**config.mk**
```make
export PLATFORM = sky130hd
export DESIGN_NAME = divider
export DESIGN_NICKNAME = d
export VERILOG_FILES = /design/src/rtl/divider.sv
export SDC_FILE = /design/constraint.sdc
export NUM_CORES = 1
export LEC_CHECK = 0
export BUFFER_PORTS_ARGS = -buffer_cell sky130_fd_sc_hd__buf_4
export CAP_MARGIN = 10
export CORE_UTILIZATION = 30
export CTS_CLUSTER_SIZE = 25
export DETAILED_ROUTE_END_ITERATION = 10
export PLACE_DENSITY_LB_ADDON = 0.3
export SYNTH_ARGS = -nofsm -noshare
export SYNTH_HDL_FRONTEND = slang
export SYNTH_SLANG_ARGS = --single-unit
```
**constraint.sdc**
```tcl
create_clock -name clk -period 2.8 [get_ports clk]
set_clock_uncertainty 0.2 [all_clocks]
set_input_delay 0.14 -clock clk [delete_from_list [all_inputs] [get_ports clk]]
set_output_delay 0.14 -clock clk [all_outputs]
set_load 0.02 [all_outputs]
```
**src/rtl/divider.sv**
```systemverilog
// rtl/divider.sv - 32-bit sequential restoring divider, one quotient bit per cycle, 33-cycle latency.
// Optional two's complement operation when SIGNED_DIV_EN is defined.
module divider (
    input  logic        clk,
    input  logic        reset,
    input  logic        start,
    input  logic [31:0] a,
    input  logic [31:0] b,
    output logic [31:0] q,
    output logic [31:0] r,
    output logic        busy,
    output logic        done,
    output logic        dbz
);

    typedef enum logic [1:0] {
        S_IDLE   = 2'd0,
        S_RUN    = 2'd1,
        S_FINISH = 2'd2
    } state_t;

    state_t      r_state;
    state_t      w_next;
    logic [4:0]  r_cnt;
    logic [63:0] r_work;
    logic [31:0] r_div;
    logic [31:0] r_a;
    logic [31:0] w_mag_a;
    logic [31:0] w_mag_b;
    logic [32:0] w_diff;
    logic        w_borrow;
    logic [63:0] w_step;
    logic [31:0] w_q_res;
    logic [31:0] w_r_res;

`ifdef SIGNED_DIV_EN
    logic r_q_neg;
    logic r_r_neg;

    assign w_mag_a = a[31] ? (32'd0 - a) : a;
    assign w_mag_b = b[31] ? (32'd0 - b) : b;
    assign w_q_res = r_q_neg ? (32'd0 - r_work[31:0])  : r_work[31:0];
    assign w_r_res = r_r_neg ? (32'd0 - r_work[63:32]) : r_work[63:32];
`else
    assign w_mag_a = a;
    assign w_mag_b = b;
    assign w_q_res = r_work[31:0];
    assign w_r_res = r_work[63:32];
`endif

    // The shifted partial remainder is 33 bits wide, so compare it in full before dropping the top bit.
    assign w_diff   = r_work[63:31] - {1'b0, r_div};
    assign w_borrow = w_diff[32];
    assign w_step   = w_borrow ? {r_work[62:0], 1'b0}
                               : {w_diff[31:0], r_work[30:0], 1'b1};

    assign busy = (r_state == S_RUN);

    always_ff @(posedge clk) begin
        if (reset) begin
            r_state <= S_IDLE;
        end else begin
            r_state <= w_next;
        end
    end

    always_comb begin
        w_next = r_state;
        case (r_state)
            S_IDLE:   if (start) w_next = S_RUN;
            S_RUN:    if (r_cnt == 5'd31) w_next = S_FINISH;
            S_FINISH: w_next = S_IDLE;
            default:  w_next = S_IDLE;
        endcase
    end

    always_ff @(posedge clk) begin
        if (reset) begin
            q      <= 32'd0;
            r      <= 32'd0;
            dbz    <= 1'b0;
            done   <= 1'b0;
            r_cnt  <= 5'd0;
            r_work <= 64'd0;
            r_div  <= 32'd0;
            r_a    <= 32'd0;
`ifdef SIGNED_DIV_EN
            r_q_neg <= 1'b0;
            r_r_neg <= 1'b0;
`endif
        end else begin
            done <= 1'b0;
            case (r_state)
                S_IDLE: begin
                    if (start) begin
                        r_work <= {32'd0, w_mag_a};
                        r_div  <= w_mag_b;
                        r_a    <= a;
                        r_cnt  <= 5'd0;
`ifdef SIGNED_DIV_EN
                        r_q_neg <= a[31] ^ b[31];
                        r_r_neg <= a[31];
`endif
                    end
                end
                S_RUN: begin
                    r_work <= w_step;
                    r_cnt  <= r_cnt + 5'd1;
                end
                S_FINISH: begin
                    // Divide-by-zero reports the raw dividend so the result is sign-mode independent.
                    if (r_div == 32'd0) begin
                        q   <= 32'hFFFF_FFFF;
                        r   <= r_a;
                        dbz <= 1'b1;
                    end else begin
                        q   <= w_q_res;
                        r   <= w_r_res;
                        dbz <= 1'b0;
                    end
                    done <= 1'b1;
                end
                default: ;
            endcase
        end
    end

endmodule

```
==> run summary <==
## CTS
- 23 — number of CTS-inserted buffers
- 0.06 ns — clock-pin slew of the registers on the worst-case setup and hold paths
- 3 — CTS Buffer Depth
- 0.51 ns — clock network latency to the later pin of the worst-skew pair
- clkbuf_16 — clk root buf
- 1 — H-tree depth
- 201 — number of sinks driven by the clock tree
- built — clock tree from TritonCTS

## Synth
- 0.00949 mm² — Cell Area, Synth
- 8.11 µm² — mean instance size in the synthesized netlist
- 0 — count of synthesis-stage warnings from yosys
- 0% — fraction of synthesis flops using an asynchronous set or reset pin
- 201 — Seq cells post-synth
- 42.4% — register area share after synthesis
- 1,170 — post-synthesis instance total
- dfxtp_1 — Primary FF master, synth
- 1,272 — Post-Synthesis Net Count
- 54 — count of different cell masters after synthesis
- 0 — Post-synth EDFFs

## Floorplanning
- 0.0323 mm² — die area
- 64 — number of rows created at floorplan
- 180 µm — Die H
- 0.0308 mm² — total core area
- 30.8% — Starting Density
- 180 µm — Die X-Extent
- 134 — number of top-level design ports

## Run
- 0 — count of max-cap constraint violations

## Cells and area
- 1,561 — number of nets in the layout
- 0 — number of diodes added for antenna fixing
- 39.8% — area grow syn2layout
- buf_4, nand2_1, dfxtp_1, a21oi_1, nor2_1 — most used cells in the layout excluding fill and tap cells
- 23.2% — fraction of final layout cells sized beyond drive strength 1
- buf_4 — commonest non-fill, non-tap cell in the layout

## Setup path
- -0.29 ns — setup slack, reg-to-reg
- 0.34 ns — slowest stage delay, CP
- register — nature of the critical path startpoint
- 3.03 ns — data required time of the critical path
- register — Critical Path End Type
- inv_2, ha_4, inv_2, fa_2, a211oi_2, o21ai_2, o211ai_2, and4_1, nor2_2, o31ai_4, xor2_4, buf_12, or3_1, a31oi_1 — Critical Path, Cell by Cell
- fa_2 — slowest stage cell on the critical path
- register to register — critical path class
- 3 — Critical path buffers and inverters
- 3.32 ns — endpoint arrival time on the critical path
- r_work[31] — R2R Path Start
- 16 — CP max FO
- 14 — count of cells along the worst register-to-register path
- inv_2 — most frequent cell on the critical path
- compound AO/OA/AOI/OAI gates — Largest delay share family, worst path
- r_work[35] — RR Endpoint

## Route
- 0 — ANT nets after route
- 9,062 — via count of the routed design
- 4.85 — average via count per standard cell
- 15.0 µm — post-DR wirelength/cell
- 8 — first-pass iteration count of the detailed router
- 11 — count of unresolved DRC violations after routing
- 590 — 1st-iter DRT viols
- 28,000 µm — Routed Wire Length

## Timing
- 0.693 ns — slew of the pin with the lowest slew margin
- 0 — max-slew violation count
- -0.287 ns — worst setup slack after layout
- 53.7% — Slew headroom
- 3.09 ns — post-layout minimum cycle time
- 110% — share of the cycle needed by the critical path after routing
- 33 — count of final setup violators
- 0 — number of failing hold endpoints at the final stage
- 324 MHz — f_max
- -8.08 ns — sum of negative setup slack
- true — unrepaired setup endpoints after global routing

## Power
- 5.43 nW — Leakage Power
- 531 µV — Max VDD drop
- 12.6 mW — Final Power
- 950 mW/mm² — power per cell area

## Global route
- 0 — number of antenna violations at the first check in global routing
- 8,699 — via count of the first global-routing pass
- 17.1% — global routing usage summed across all routing layers
- 138 — maximum number of pins on one net before global-route repair
- 0 — global-route congestion overflow total
- 45,500 µm — first-pass GRT wire length

## Hold path
- r_div[12] — Worst Hold Endpoint
- b[12] — HP Start
- 4 — hold-critical path depth
- primary input to register — Tightest Hold Check Type

## Outcome
- DRC, setup timing — violated checks
- complete, but fails checks — status

## Place
- 133 — input/output buffers
- 20,300 µm — sum of net half-perimeters after detailed placement
- 0.884 — Placer Congestion
- -0.323 ns — worst-case setup slack after placement

==> through the flow <==
step | instances | hold slack [ns] | area (µm²) | util, %
floorplan | 1170 | 0.0684 | 9510 | -
global placement | 1759 | 0.194 | 11900 | 38.4
detailed placement | 1759 | 0.198 | 11900 | 38.4
CTS | 1865 | 0.216 | 13200 | 42.9
global route | 1868 | 0.238 | 13300 | 43.0
finish | 1868 | 0.230 | 13300 | 43.0
==> logic make-up after synthesis <==
| group | share of synthesized area, % |
|---|---|
| flip-flops | 42.4 |
| AND/OR/NAND/NOR | 19.4 |
| buffers and inverters | 5.45 |
| adder cells (fa/ha/maj) | 4.69 |
| XOR/XNOR | 2.66 |
| AO/OA/AOI/OAI | 20.2 |
| multiplexers | 5.18 |
==> state kept, by name, indices dropped and copies added (netlist names) <==
register / flops
r_div: 32
r_state: 2
dbz: 1
done: 1
r: 32
r_cnt: 5
r_a: 32
q: 32
r_work: 64
==> worst register-to-register path: stages, from the launching register on <==
cell and delay [ns]:
dfxtp_2 0.32, inv_2 0.07, ha_4 0.14, inv_2 0.04, fa_2 0.34, a211oi_2 0.21, o21ai_2 0.10, o211ai_2 0.15
and4_1 0.20, nor2_2 0.06, o31ai_4 0.33, xor2_4 0.17, buf_12 0.19, or3_1 0.34, a31oi_1 0.16
==> layer usage <==
metal | global-route usage, % | vias to the layer above | routed length [µm]
met5 | 0 | - | 0
met4 | 4.28 | 0 | 557
met3 | 2.25 | 38 | 1330
met2 | 26.0 | 205 | 11800
met1 | 25.2 | 4126 | 14300
li1 | - | 4693 | -
==> final cells by class <==
class	instances	area, µm²
flip-flops and latches	201	4030
fillers	3104	17600
well taps	396	495
multi-input cells	845	5020
repair buffers	347	2880
clock inverters	7	52.6
clock buffers	31	636
inverters	41	154
==> worst max-delay path by stage <==
stage | startpoint | slack [ns] | to | cells after the start
floorplan | r_work[31] | -0.12 | r_work[38] | 15
CTS | r_work[31] | -0.34 | r_work[32] | 14
global placement | r_work[31] | -0.28 | r_work[59] | 14
global route | r_work[31] | -0.50 | r_work[40] | 14
finish | r_work[31] | -0.29 | r_work[35] | 14
detailed placement | r_work[31] | -0.32 | r_work[59] | 14
==> synth_stat cells (3+ instances only) <==
cell | instances | area share (%)
a211o_1 | 4 | 0.37
a211oi_1 | 50 | 4.0
a21o_1 | 19 | 1.5
a21oi_1 | 106 | 5.6
a311oi_1 | 3 | 0.28
a31oi_1 | 43 | 2.8
a32oi_1 | 10 | 0.92
and2_1 | 3 | 0.20
and3_1 | 9 | 0.59
buf_1 | 17 | 0.67
buf_2 | 3 | 0.16
clkbuf_1 | 59 | 2.3
dfxtp_1 | 201 | 42
ha_1 | 34 | 4.5
inv_1 | 41 | 1.6
mux2i_1 | 48 | 5.1
nand2_1 | 223 | 8.8
nand2b_1 | 8 | 0.53
nand3_1 | 11 | 0.58
nand4_1 | 5 | 0.33
nor2_1 | 84 | 3.3
nor2b_1 | 5 | 0.33
nor3_1 | 66 | 3.5
nor4_1 | 8 | 0.53
o21a_1 | 3 | 0.24
o21ai_0 | 26 | 1.4
o21ai_1 | 12 | 0.63
o21bai_1 | 7 | 0.55
or3_1 | 5 | 0.33
xnor2_1 | 15 | 1.4
xor2_1 | 12 | 1.1
==> timing repair <==
item,CTS,global route
hold buffers,66,0
hold endpoints to repair,111,0
resized for setup,2,5
pin swaps,3,9
setup buffers,2,3
setup endpoints to repair,33,33
==> power by group <==
| part | switching (mW) | leakage [nW] | internal, mW | total, mW |
|---|---|---|---|---|
| sequential | 0.211 | 1.64 | 3.10 | 3.31 |
| combinational | 3.22 | 3.47 | 3.29 | 6.51 |
| clock | 1.20 | 0.324 | 1.59 | 2.79 |
| total | 4.63 | 5.43 | 7.98 | 12.6 |
(Power assumes the default switching activity.)
